**config.mk**
```make
export PLATFORM = sky130hd
export DESIGN_NAME = mem_dump_unit_flat
export DESIGN_NICKNAME = d
export VERILOG_FILES = /design/src/rtl/mem_dump_unit_pkg.sv /design/src/rtl/mem_dump_unit_if.sv /design/src/rtl/mem_dump_unit_word_serializer.sv /design/src/rtl/mem_dump_unit.sv /design/src/flat_wrapper.sv
export SDC_FILE = /design/constraint.sdc
export NUM_CORES = 1
export LEC_CHECK = 0
export CAP_MARGIN = 30
export CORE_UTILIZATION = 50
export CTS_CLUSTER_DIAMETER = 100
export DETAILED_ROUTE_END_ITERATION = 8
export PLACE_DENSITY_LB_ADDON = 0.1
export SETUP_SLACK_MARGIN = 0.05
export SLEW_MARGIN = 20
export SYNTH_ARGS = -nofsm -noshare
export SYNTH_HDL_FRONTEND = slang
export SYNTH_SLANG_ARGS = --single-unit
```
**constraint.sdc**
```tcl
create_clock -name i_clk -period 3 [get_ports i_clk]
set_clock_uncertainty 0.15 [all_clocks]
set_input_delay 0.3 -clock i_clk [delete_from_list [all_inputs] [get_ports i_clk]]
set_output_delay 0.3 -clock i_clk [all_outputs]
set_load 0.005 [all_outputs]
```
**src/rtl/mem_dump_unit_pkg.sv**
```systemverilog
`default_nettype none
// +-----------------------------------------------------------------------------
// | mem_dump_unit_pkg
// | Shared constants, state encoding and sizing helpers for the memory dump unit.
// | Revision: 1.0
// +-----------------------------------------------------------------------------
package mem_dump_unit_pkg;

  localparam int c_MEM_ADDR_SIZE   = 5;
  localparam int c_DATA_SIZE       = 32;
  localparam int c_BYTE_SIZE       = 8;
  localparam int c_BYTES_PER_WORD  = c_DATA_SIZE / c_BYTE_SIZE;
  localparam int c_LAST_ADDR       = (1 << c_MEM_ADDR_SIZE) - 1;

  typedef enum logic [2:0] {
    ST_IDLE    = 3'd0,
    ST_READ    = 3'd1,
    ST_LATCH   = 3'd2,
    ST_SEND    = 3'd3,
    ST_WAIT_TX = 3'd4,
    ST_DONE    = 3'd5
  } state_t;

  function automatic int bytes_per_word(input int data_size, input int byte_size);
    return data_size / byte_size;
  endfunction

  function automatic int last_addr(input int addr_size);
    return (1 << addr_size) - 1;
  endfunction

endpackage
`default_nettype wire

```
**src/rtl/mem_dump_unit_if.sv**
```systemverilog
`default_nettype none
// +-----------------------------------------------------------------------------
// | mem_dump_unit_if
// | Memory-port and UART-handshake bundle between the dump unit and its peers.
// | Revision: 1.0
// +-----------------------------------------------------------------------------
interface mem_dump_unit_if
  import mem_dump_unit_pkg::*;
#(
  parameter int MEM_ADDR_SIZE = c_MEM_ADDR_SIZE,
  parameter int DATA_SIZE     = c_DATA_SIZE,
  parameter int BYTE_SIZE     = c_BYTE_SIZE
);

  logic                     i_start;
  logic                     i_tx_done;
  logic [DATA_SIZE-1:0]     i_mem_data;
  logic                     o_debug_unit_flag;
  logic                     o_memory_data_read_enable;
  logic [MEM_ADDR_SIZE-1:0] o_memory_data_read_addr;
  logic                     o_tx_start;
  logic [BYTE_SIZE-1:0]     o_tx_data;
  logic                     o_busy;
  logic                     o_done;

  modport master (
    input  i_start, i_tx_done, i_mem_data,
    output o_debug_unit_flag, o_memory_data_read_enable, o_memory_data_read_addr,
    output o_tx_start, o_tx_data, o_busy, o_done
  );

  modport slave (
    output i_start, i_tx_done, i_mem_data,
    input  o_debug_unit_flag, o_memory_data_read_enable, o_memory_data_read_addr,
    input  o_tx_start, o_tx_data, o_busy, o_done
  );

endinterface
`default_nettype wire

```
**src/rtl/mem_dump_unit_word_serializer.sv**
```systemverilog
`default_nettype none
// +-----------------------------------------------------------------------------
// | mem_dump_unit_word_serializer
// | Holds one memory word and presents it a byte at a time, MSB byte first.
// | Revision: 1.0
// +-----------------------------------------------------------------------------
module mem_dump_unit_word_serializer
  import mem_dump_unit_pkg::*;
#(
  parameter int DATA_SIZE = c_DATA_SIZE,
  parameter int BYTE_SIZE = c_BYTE_SIZE
) (
  input  wire                  i_clk,
  input  wire                  i_reset,
  input  wire                  i_load,
  input  wire                  i_advance,
  input  wire [DATA_SIZE-1:0]  i_word,
  output logic [BYTE_SIZE-1:0] o_byte,
  output logic                 o_last_byte
);

  localparam int c_BPW   = bytes_per_word(DATA_SIZE, BYTE_SIZE);
  localparam int c_IDX_W = (c_BPW > 1) ? $clog2(c_BPW) : 1;
  localparam logic [c_IDX_W-1:0] c_LAST_IDX = c_IDX_W'(c_BPW - 1);
  localparam logic [c_IDX_W-1:0] c_IDX_ONE  = c_IDX_W'(1);

  logic [DATA_SIZE-1:0] r_word;
  logic [c_IDX_W-1:0]   r_idx;
  logic [DATA_SIZE-1:0] w_shifted;

  always_ff @(posedge i_clk or negedge i_reset) begin
    if (!i_reset) begin
      r_word <= '0;
      r_idx  <= '0;
    end else if (i_load) begin
      r_word <= i_word;
      r_idx  <= '0;
    end else if (i_advance && (r_idx != c_LAST_IDX)) begin
      r_idx  <= r_idx + c_IDX_ONE;
    end
  end

  // Shift the selected byte up to the top so the output slice is constant.
  assign w_shifted   = r_word << (BYTE_SIZE * int'(r_idx));
  assign o_byte      = w_shifted[DATA_SIZE-1 -: BYTE_SIZE];
  assign o_last_byte = (r_idx == c_LAST_IDX);

endmodule
`default_nettype wire

```
**src/rtl/mem_dump_unit.sv**
```systemverilog
`default_nettype none
// +-----------------------------------------------------------------------------
// | mem_dump_unit
// | Walks the whole data memory and streams every word to the debug UART.
// | Revision: 1.0
// +-----------------------------------------------------------------------------
module mem_dump_unit
  import mem_dump_unit_pkg::*;
#(
  parameter int MEM_ADDR_SIZE = c_MEM_ADDR_SIZE,
  parameter int DATA_SIZE     = c_DATA_SIZE,
  parameter int BYTE_SIZE     = c_BYTE_SIZE
) (
  input wire               i_clk,
  input wire               i_reset,
  mem_dump_unit_if.master  bus
);

  localparam logic [MEM_ADDR_SIZE-1:0] c_ADDR_LAST = MEM_ADDR_SIZE'(last_addr(MEM_ADDR_SIZE));
  localparam logic [MEM_ADDR_SIZE-1:0] c_ADDR_ONE  = MEM_ADDR_SIZE'(1);

  state_t                   r_state;
  logic [MEM_ADDR_SIZE-1:0] r_addr;
  logic [MEM_ADDR_SIZE-1:0] r_rd_addr;
  logic                     r_owned;
  logic                     r_rd_en;
  logic                     r_tx_start;
  logic                     r_done;

  logic                     w_load;
  logic                     w_advance;
  logic                     w_last_byte;
  logic [BYTE_SIZE-1:0]     w_tx_byte;

  assign w_load    = (r_state == ST_LATCH);
  assign w_advance = (r_state == ST_WAIT_TX) && bus.i_tx_done && !w_last_byte;

  mem_dump_unit_word_serializer #(
    .DATA_SIZE (DATA_SIZE),
    .BYTE_SIZE (BYTE_SIZE)
  ) u_serializer (
    .i_clk       (i_clk),
    .i_reset     (i_reset),
    .i_load      (w_load),
    .i_advance   (w_advance),
    .i_word      (bus.i_mem_data),
    .o_byte      (w_tx_byte),
    .o_last_byte (w_last_byte)
  );

  // Outputs are registered alongside the state so they reflect the state being entered.
  always_ff @(posedge i_clk or negedge i_reset) begin
    if (!i_reset) begin
      r_state    <= ST_IDLE;
      r_addr     <= '0;
      r_rd_addr  <= '0;
      r_owned    <= 1'b0;
      r_rd_en    <= 1'b0;
      r_tx_start <= 1'b0;
      r_done     <= 1'b0;
    end else begin
      r_rd_en    <= 1'b0;
      r_tx_start <= 1'b0;
      r_done     <= 1'b0;
      case (r_state)
        ST_IDLE: begin
          if (bus.i_start) begin
            r_state   <= ST_READ;
            r_owned   <= 1'b1;
            r_rd_en   <= 1'b1;
            r_rd_addr <= r_addr;
          end
        end
        ST_READ: r_state <= ST_LATCH;
        ST_LATCH: begin
          r_state    <= ST_SEND;
          r_tx_start <= 1'b1;
        end
        ST_SEND: r_state <= ST_WAIT_TX;
        ST_WAIT_TX: begin
          if (bus.i_tx_done) begin
            if (!w_last_byte) begin
              r_state    <= ST_SEND;
              r_tx_start <= 1'b1;
            end else if (r_addr == c_ADDR_LAST) begin
              r_state <= ST_DONE;
              r_done  <= 1'b1;
            end else begin
              r_state   <= ST_READ;
              r_addr    <= r_addr + c_ADDR_ONE;
              r_rd_addr <= r_addr + c_ADDR_ONE;
              r_rd_en   <= 1'b1;
            end
          end
        end
        ST_DONE: begin
          r_state   <= ST_IDLE;
          r_addr    <= r_addr + c_ADDR_ONE;
          r_rd_addr <= '0;
          r_owned   <= 1'b0;
        end
        default: begin
          r_state   <= ST_IDLE;
          r_addr    <= '0;
          r_rd_addr <= '0;
          r_owned   <= 1'b0;
        end
      endcase
    end
  end

  assign bus.o_debug_unit_flag         = r_owned;
  assign bus.o_busy                    = r_owned;
  assign bus.o_memory_data_read_enable = r_rd_en;
  assign bus.o_memory_data_read_addr   = r_rd_addr;
  assign bus.o_tx_start                = r_tx_start;
  assign bus.o_tx_data                 = w_tx_byte;
  assign bus.o_done                    = r_done;

endmodule
`default_nettype wire

```
**src/flat_wrapper.sv**
```systemverilog
// flat-port wrapper written by rule: the top's interface ports become plain ports
module mem_dump_unit_flat import mem_dump_unit_pkg::*;
#(
  parameter int MEM_ADDR_SIZE = c_MEM_ADDR_SIZE,
  parameter int DATA_SIZE     = c_DATA_SIZE,
  parameter int BYTE_SIZE     = c_BYTE_SIZE
)
  (i_clk, i_reset, bus_i_start, bus_i_tx_done, bus_i_mem_data, bus_o_debug_unit_flag, bus_o_memory_data_read_enable, bus_o_memory_data_read_addr, bus_o_tx_start, bus_o_tx_data, bus_o_busy, bus_o_done);
  mem_dump_unit_if #(.MEM_ADDR_SIZE(MEM_ADDR_SIZE), .DATA_SIZE(DATA_SIZE), .BYTE_SIZE(BYTE_SIZE)) bus_i ();
  input wire i_clk;
  input wire i_reset;
  input wire logic [$bits(bus_i.i_start)-1:0] bus_i_start;
  input wire logic [$bits(bus_i.i_tx_done)-1:0] bus_i_tx_done;
  input wire logic [$bits(bus_i.i_mem_data)-1:0] bus_i_mem_data;
  output wire logic [$bits(bus_i.o_debug_unit_flag)-1:0] bus_o_debug_unit_flag;
  output wire logic [$bits(bus_i.o_memory_data_read_enable)-1:0] bus_o_memory_data_read_enable;
  output wire logic [$bits(bus_i.o_memory_data_read_addr)-1:0] bus_o_memory_data_read_addr;
  output wire logic [$bits(bus_i.o_tx_start)-1:0] bus_o_tx_start;
  output wire logic [$bits(bus_i.o_tx_data)-1:0] bus_o_tx_data;
  output wire logic [$bits(bus_i.o_busy)-1:0] bus_o_busy;
  output wire logic [$bits(bus_i.o_done)-1:0] bus_o_done;
  assign bus_i.i_start = bus_i_start;
  assign bus_i.i_tx_done = bus_i_tx_done;
  assign bus_i.i_mem_data = bus_i_mem_data;
  assign bus_o_debug_unit_flag = bus_i.o_debug_unit_flag;
  assign bus_o_memory_data_read_enable = bus_i.o_memory_data_read_enable;
  assign bus_o_memory_data_read_addr = bus_i.o_memory_data_read_addr;
  assign bus_o_tx_start = bus_i.o_tx_start;
  assign bus_o_tx_data = bus_i.o_tx_data;
  assign bus_o_busy = bus_i.o_busy;
  assign bus_o_done = bus_i.o_done;
  mem_dump_unit #(.MEM_ADDR_SIZE(MEM_ADDR_SIZE), .DATA_SIZE(DATA_SIZE), .BYTE_SIZE(BYTE_SIZE)) u_core (.i_clk(i_clk), .i_reset(i_reset), .bus(bus_i));
endmodule
```
==> impl_metrics.toml, run 1 <==
[yosys]
yosysTopAreaCell = "dfrtp_1"
synth_edf_count = 0
ys_top_cells_by_area = "dfrtp_1, mux2_2, mux4_2, mux2i_1, ha_1"
yosysMostFrequentCell = "dfrtp_1"
ys_types = 45
ys_seq_elements = 51
postSynthCellCount = 185
avgSynthCellArea_um2 = 13.4
synth.cells.most_frequent = "dfrtp_1, mux2_2, nor2_1, mux4_2, mux2i_1"
synth_top_area_share = 0.516
async_reset_ff_frac = 1.00
synth.net_count = 224
netlist_area_mm2 = 0.00247
synth_ff_type = "dfrtp_1"
yosys_warnings = 0
ys_seq_area_frac = 0.516

[power]
p_comb_frac = 0.425
switching_power_uw = 934
clkPwrFrac = 0.126
internal_power_mw = 1.98
irDropWorstVdd_mv = 0.508
power_density_mw_per_mm2 = 929
p_sw_frac = 0.321
power_frac_seq = 0.449
p_leak_nw = 1.29

[global_route]
grt_overflow = 0
grt_max_degree = 35
antenna_found_initial = 0
met3_usage = 0.0417
grt_pass1_wl_um = 8250
grt_pass1_vias = 1733
met1_usage = 0.273
grt.total_usage = 0.209
top_usage_layer = "met2"
met2_usage = 0.347

[drt]
first_pass_iters = 4
route.detailed.drc = 0
num_vias = 1676
drt_wl_total_um = 4800
drtAntennaViolNets = 0
wl_per_cell_um = 15.9
drt_iter0_markers = 94
vias_per_cell = 5.55

[run]
cap_viol_max_count = 0

[cells_and_area]
area_growth_pct = 26.6
antennaDiodeCount = 0
fin_area_mm2 = 0.00313
fin_util = 0.659
drive_gt1_frac = 0.238
finalNonFillerCells = 302
layout.nets = 275

[floorplan]
fp.coreArea_mm2 = 0.00475
dieArea_mm2 = 0.00524
die_w_um = 72.4
row_count = 25
start_util = 0.521
io_pins = 54
dieHeight_um = 72.4

[worst_hold_path]
hp-class = "input port to async pin"

[setup_path]
cp-end-kind = "output port"
crit_arrival_ps = 2110
start_kind = "flip-flop"
path_class = "flip-flop to output port"
path_max_fanout = 11
required_ps = 2550

[clock_network]
cts.repair.resized = 0
cts_tree = "done"
cts_sinks = 51
cts-buffers-inserted = 5
cts.path.max_buffers = 2
clk_root_buffer_cell = "clkbuf_8"
clkTransAtPathRegs_ps = 90
htreeDepth = 2
ctsHoldBuffers = 1
post_cts.repair.setup_buffers = 0
clk_latency_ps = 300

[timing]
layout_min_cycle_time_ps = 2560
report.final.slew_viol_count = 0
holdWs_ps = 318
post-route-period-util = 0.853
slew_headroom = 0.512
fmaxAchievable_ghz = 0.391
rsz0062_at_grt = "no"
tightest_slew_ps = 732
timing.setup.tns_ps = 0
hold_viol = 0
final-setup-viol-count = 0

[placement]
dpl_cell_area_mm2 = 0.00305
place_congestion = 0.811
dp.cells = 295
io_buffers = 53
dp_hpwl_um = 3320

[outcome]
status = "completed"
sequential cells by signal (all words and copies together) (netlist names), 2 cells and up:
signal,flops
u_core.u_serializer.r_idx,2
u_core.r_addr,5
u_core.u_serializer.r_word,32
u_core.bus.o_memory_data_read_addr,5
u_core.r_state,3
metrics by stage:
step	total power, mW	setup slack, ps
3_5_place_dp	2.57	571
4_1_cts	2.94	386
2_1_floorplan	2.10	699
5_1_grt	3.11	307
3_3_place_gp	2.50	640
6_report	2.91	440
worst max-delay path, stage by stage (launching register included):
cell and delay [ps]:
dfrtp_1 740, mux4_2 590, clkdlybuf4s50_1 480
layout by cell type, fill, tap and decap left out, drive strengths merged, types with 2 or more instances in the layout:
cell | Yosys | final
clkdlybuf4s50 | 0 | 52
dfrtp | 51 | 51
mux2 | 34 | 34
nor2 | 9 | 9
mux4 | 8 | 8
mux2i | 7 | 7
clkbuf | 5 | 6
o21ai | 5 | 5
nor2b | 5 | 5
inv | 4 | 4
nand2 | 4 | 4
buf | 8 | 4
and3b | 3 | 3
o2111ai | 3 | 3
ha | 3 | 3
and3 | 2 | 2
o21bai | 2 | 2
nand3 | 2 | 2
nand3b | 2 | 2
a31oi | 2 | 2
o22ai | 2 | 2
a21boi | 2 | 2
or3b | 2 | 2
nor3b | 2 | 2
path summary, 6_finish.rpt:
path / end / slack, ps / depth (start not counted) / startpoint
min in group i_clk: u_core.u_serializer.r_word[14] / 360 / 1 / u_core.u_serializer.r_word[14]
min: u_core.r_state[0] / 320 / 2 / i_reset
max in group asynchronous: u_core.u_serializer.r_word[16] / 1860 / 3 / i_reset
max reg2reg: u_core.r_addr[1] / 530 / 7 / u_core.r_addr[0]
min reg2reg: u_core.u_serializer.r_word[14] / 360 / 1 / u_core.u_serializer.r_word[14]
max: bus_o_tx_data[4] / 440 / 2 / u_core.u_serializer.r_idx[0]
cell families (layout without fill, tap and decap cells):
logic type | count (synthesis) | in the layout | synth area share
flip-flops | 51 | 51 | 0.516
multiplexers | 49 | 49 | 0.256
adder cells (fa/ha/maj) | 3 | 3 | 0.0152
buffers and inverters | 17 | 67 | 0.0359
AO/OA/AOI/OAI | 29 | 29 | 0.0875
AND/OR/NAND/NOR | 35 | 35 | 0.0865
XOR/XNOR | 1 | 1 | 0.00354
power groups by stage:
| stage | Sequential [mW] | Clock (mW) | Combinational, mW |
|---|---|---|---|
| 6_report | 1.31 | 0.368 | 1.24 |
| 5_1_grt | 1.36 | 0.397 | 1.35 |
| 4_1_cts | 1.31 | 0.376 | 1.25 |
| 3_5_place_dp | 1.32 | 0 | 1.24 |
| 3_3_place_gp | 1.30 | 0 | 1.20 |
| 2_1_floorplan | 1.15 | 0 | 0.949 |
routing by layer:
metal	part of all wire	wire length, µm
met5	0	0
met4	0.021	100
met3	0.040	191
met2	0.49	2340
met1	0.45	2170
area by class of cell:
class	count	area (µm²)
Sequential cell	51	1280
Multi-Input combinational cell	117	1120
Timing Repair Buffer	57	571
Tap cell	67	83.8
Inverter	4	15.0
Fill cell	386	1620
Clock buffer	6	72.6
Power figures use the tool's default switching activity.
==> inputs of run 2 (changes only) <==
- GPL_TIMING_DRIVEN: default -> 0
- PLACE_DENSITY: default -> 0.84
- PLACE_DENSITY_LB_ADDON: 0.1 -> default
==> impl_metrics.toml, run 2 (synthesized netlist as in run 1, its figures left out) <==
[cells_and_area]
final_cell_mix = "clkdlybuf4s50_1, dfrtp_1, mux2_2"
area_growth_pct = 29.8
drive_gt1_frac = 0.255
largest_register_ffs = 32
largest-register = "u_core.u_serializer.r_word"
antennaDiodeCount = 0
final_common_cell = "clkdlybuf4s50_1"
layout.nets = 285
fin_util = 0.676

[floorplan]
die_w_um = 72.4
fp.coreArea_mm2 = 0.00475
io_pins = 54
dieArea_mm2 = 0.00524
dieHeight_um = 72.4
start_util = 0.521
row_count = 25

[drt]
route.detailed.drc = 0
drt_iter0_markers = 88
num_vias = 1734
wl_per_cell_um = 15.9
drtAntennaViolNets = 0
first_pass_iters = 4
vias_per_cell = 5.52
drt_wl_total_um = 4990

[setup_path]
required_ps = 3050
r2r-end = "u_core.r_addr[1]"
r2r_start = "u_core.r_addr[0]"
ff2ff_setup_slack_ps = 290
slowest_stage = "a21boi_0"
cp-end-kind = "flip-flop"
start_kind = "flip-flop"
crit_arrival_ps = 2760
crit_buf_inv = 0
reg2reg_depth = 6
cpPeakStageDelay_ps = 520
path_cells = "ha_1, and3_1, ha_1, nand3b_1, a21boi_0, mux2_2"
cpMostUsedCell = "ha_1"
path_max_fanout = 8
path_class = "flip-flop to flip-flop"
critPathTopFamily = "simple AND/OR/NAND/NOR gates"

[timing]
rsz0062_at_grt = "no"
post-route-period-util = 0.904
tightest_slew_ps = 641
report.final.slew_viol_count = 0
hold_viol = 0
layout_min_cycle_time_ps = 2710
timing.setup.tns_ps = 0
fmaxAchievable_ghz = 0.369
final-setup-viol-count = 0
slew_headroom = 0.573

[global_route]
grt_pass1_wl_um = 8080
grt_pass1_vias = 1655
grt_overflow = 0
grt_max_degree = 52
antenna_found_initial = 0
grt.total_usage = 0.206

[clock_network]
cts.repair.resized = 0
clk_latency_ps = 310
clk_root_buffer_cell = "clkbuf_8"
cts_sinks = 51
htreeDepth = 2
cts.path.max_buffers = 2
cts-buffers-inserted = 5
cts_tree = "done"
clkTransAtPathRegs_ps = 100
post_cts.repair.setup_buffers = 0

[outcome]
status = "completed"

[placement]
io_buffers = 53
place_congestion = 0.816
dp_hpwl_um = 3450

[worst_hold_path]
worstHoldStart = "u_core.u_serializer.r_word[5]"
hp-class = "flip-flop to flip-flop"
min_delay_worst_endpoint = "u_core.u_serializer.r_word[5]"
whs_path_depth = 1

[power]
irDropWorstVdd_mv = 0.522
power_density_mw_per_mm2 = 964
p_leak_nw = 1.34

[run]
cap_viol_max_count = 0
-- run 2: changes by cell type in the layout (fill, tap and decap cells not counted), sizes merged --
cell	previous run	this run
buf	4	9
bufinv	0	1
clkinv	0	1
inv	4	5
clkbuf	6	10
-- run 2: repair_timing --
action / 4_1_cts / 5_1_grt
hold endpoints to repair: 51 / 0
endpoints found under the setup margin: 0 / 0
hold buffers: 1 / 0
-- run 2: per-layer routing --
metal | vias up | track usage | routed length, µm
li1 | 810 | - | -
met3 | 8 | 0.0500 | 174
met1 | 868 | 0.281 | 2240
met4 | 0 | 0.0719 | 120
met5 | - | 0 | 0
met2 | 48 | 0.324 | 2450
-- run 2: layout make-up --
class	instances	area (µm²)
Fill cell	378	1540
Sequential cell	51	1280
Multi-Input combinational cell	117	1110
Timing Repair Buffer	54	538
Tap cell	67	83.8
Buffer	13	73.8
Clock buffer	5	68.8
Clock inverter	3	47.5
Inverter	4	15.0
-- run 2: report_power, final --
group          switching [mW]  leakage (nW)  internal, mW  total (mW)
Sequential              0.192         0.619          1.00        1.19
Clock                   0.242        0.0587         0.253       0.495
Combinational           0.546         0.661         0.862        1.41
Total                   0.980          1.34          2.12        3.10
-- run 2: how the worst max path moves through the flow --
stage                     start                                    end  slack, ps  cells after the start
3_3_place_gp            i_reset  u_core.bus.o_memory_data_read_addr[1]          3                      1
5_1_grt        u_core.r_addr[0]                       u_core.r_addr[1]        110                      6
6_report       u_core.r_addr[0]                       u_core.r_addr[1]        290                      6
4_1_cts        u_core.r_addr[0]                       u_core.r_addr[1]        290                      6
2_1_floorplan  u_core.r_addr[0]                       u_core.r_addr[1]        700                      6
3_5_place_dp   u_core.r_addr[0]                       u_core.r_addr[1]        310                      6
-- run 2: worst register-to-register path: stages (launching register included) --
cell	delay [ps]
dfrtp_1	480
ha_1	300
and3_1	170
ha_1	210
nand3b_1	390
a21boi_0	520
mux2_2	390
-- run 2: per-stage QoR --
stage                     cell area (µm²)  instances  total power, mW  setup WS (ps)  hold WS, ps
after floorplan                      2470        185             2.10            699         -146
after detailed placement             3090        305             2.62            307          219
final                                3210        314             3.10            287          363
after CTS                            3210        314             3.12            292          365
after global routing                 3210        314             3.31            113          375
after global placement               3090        305             2.57           2.71          334
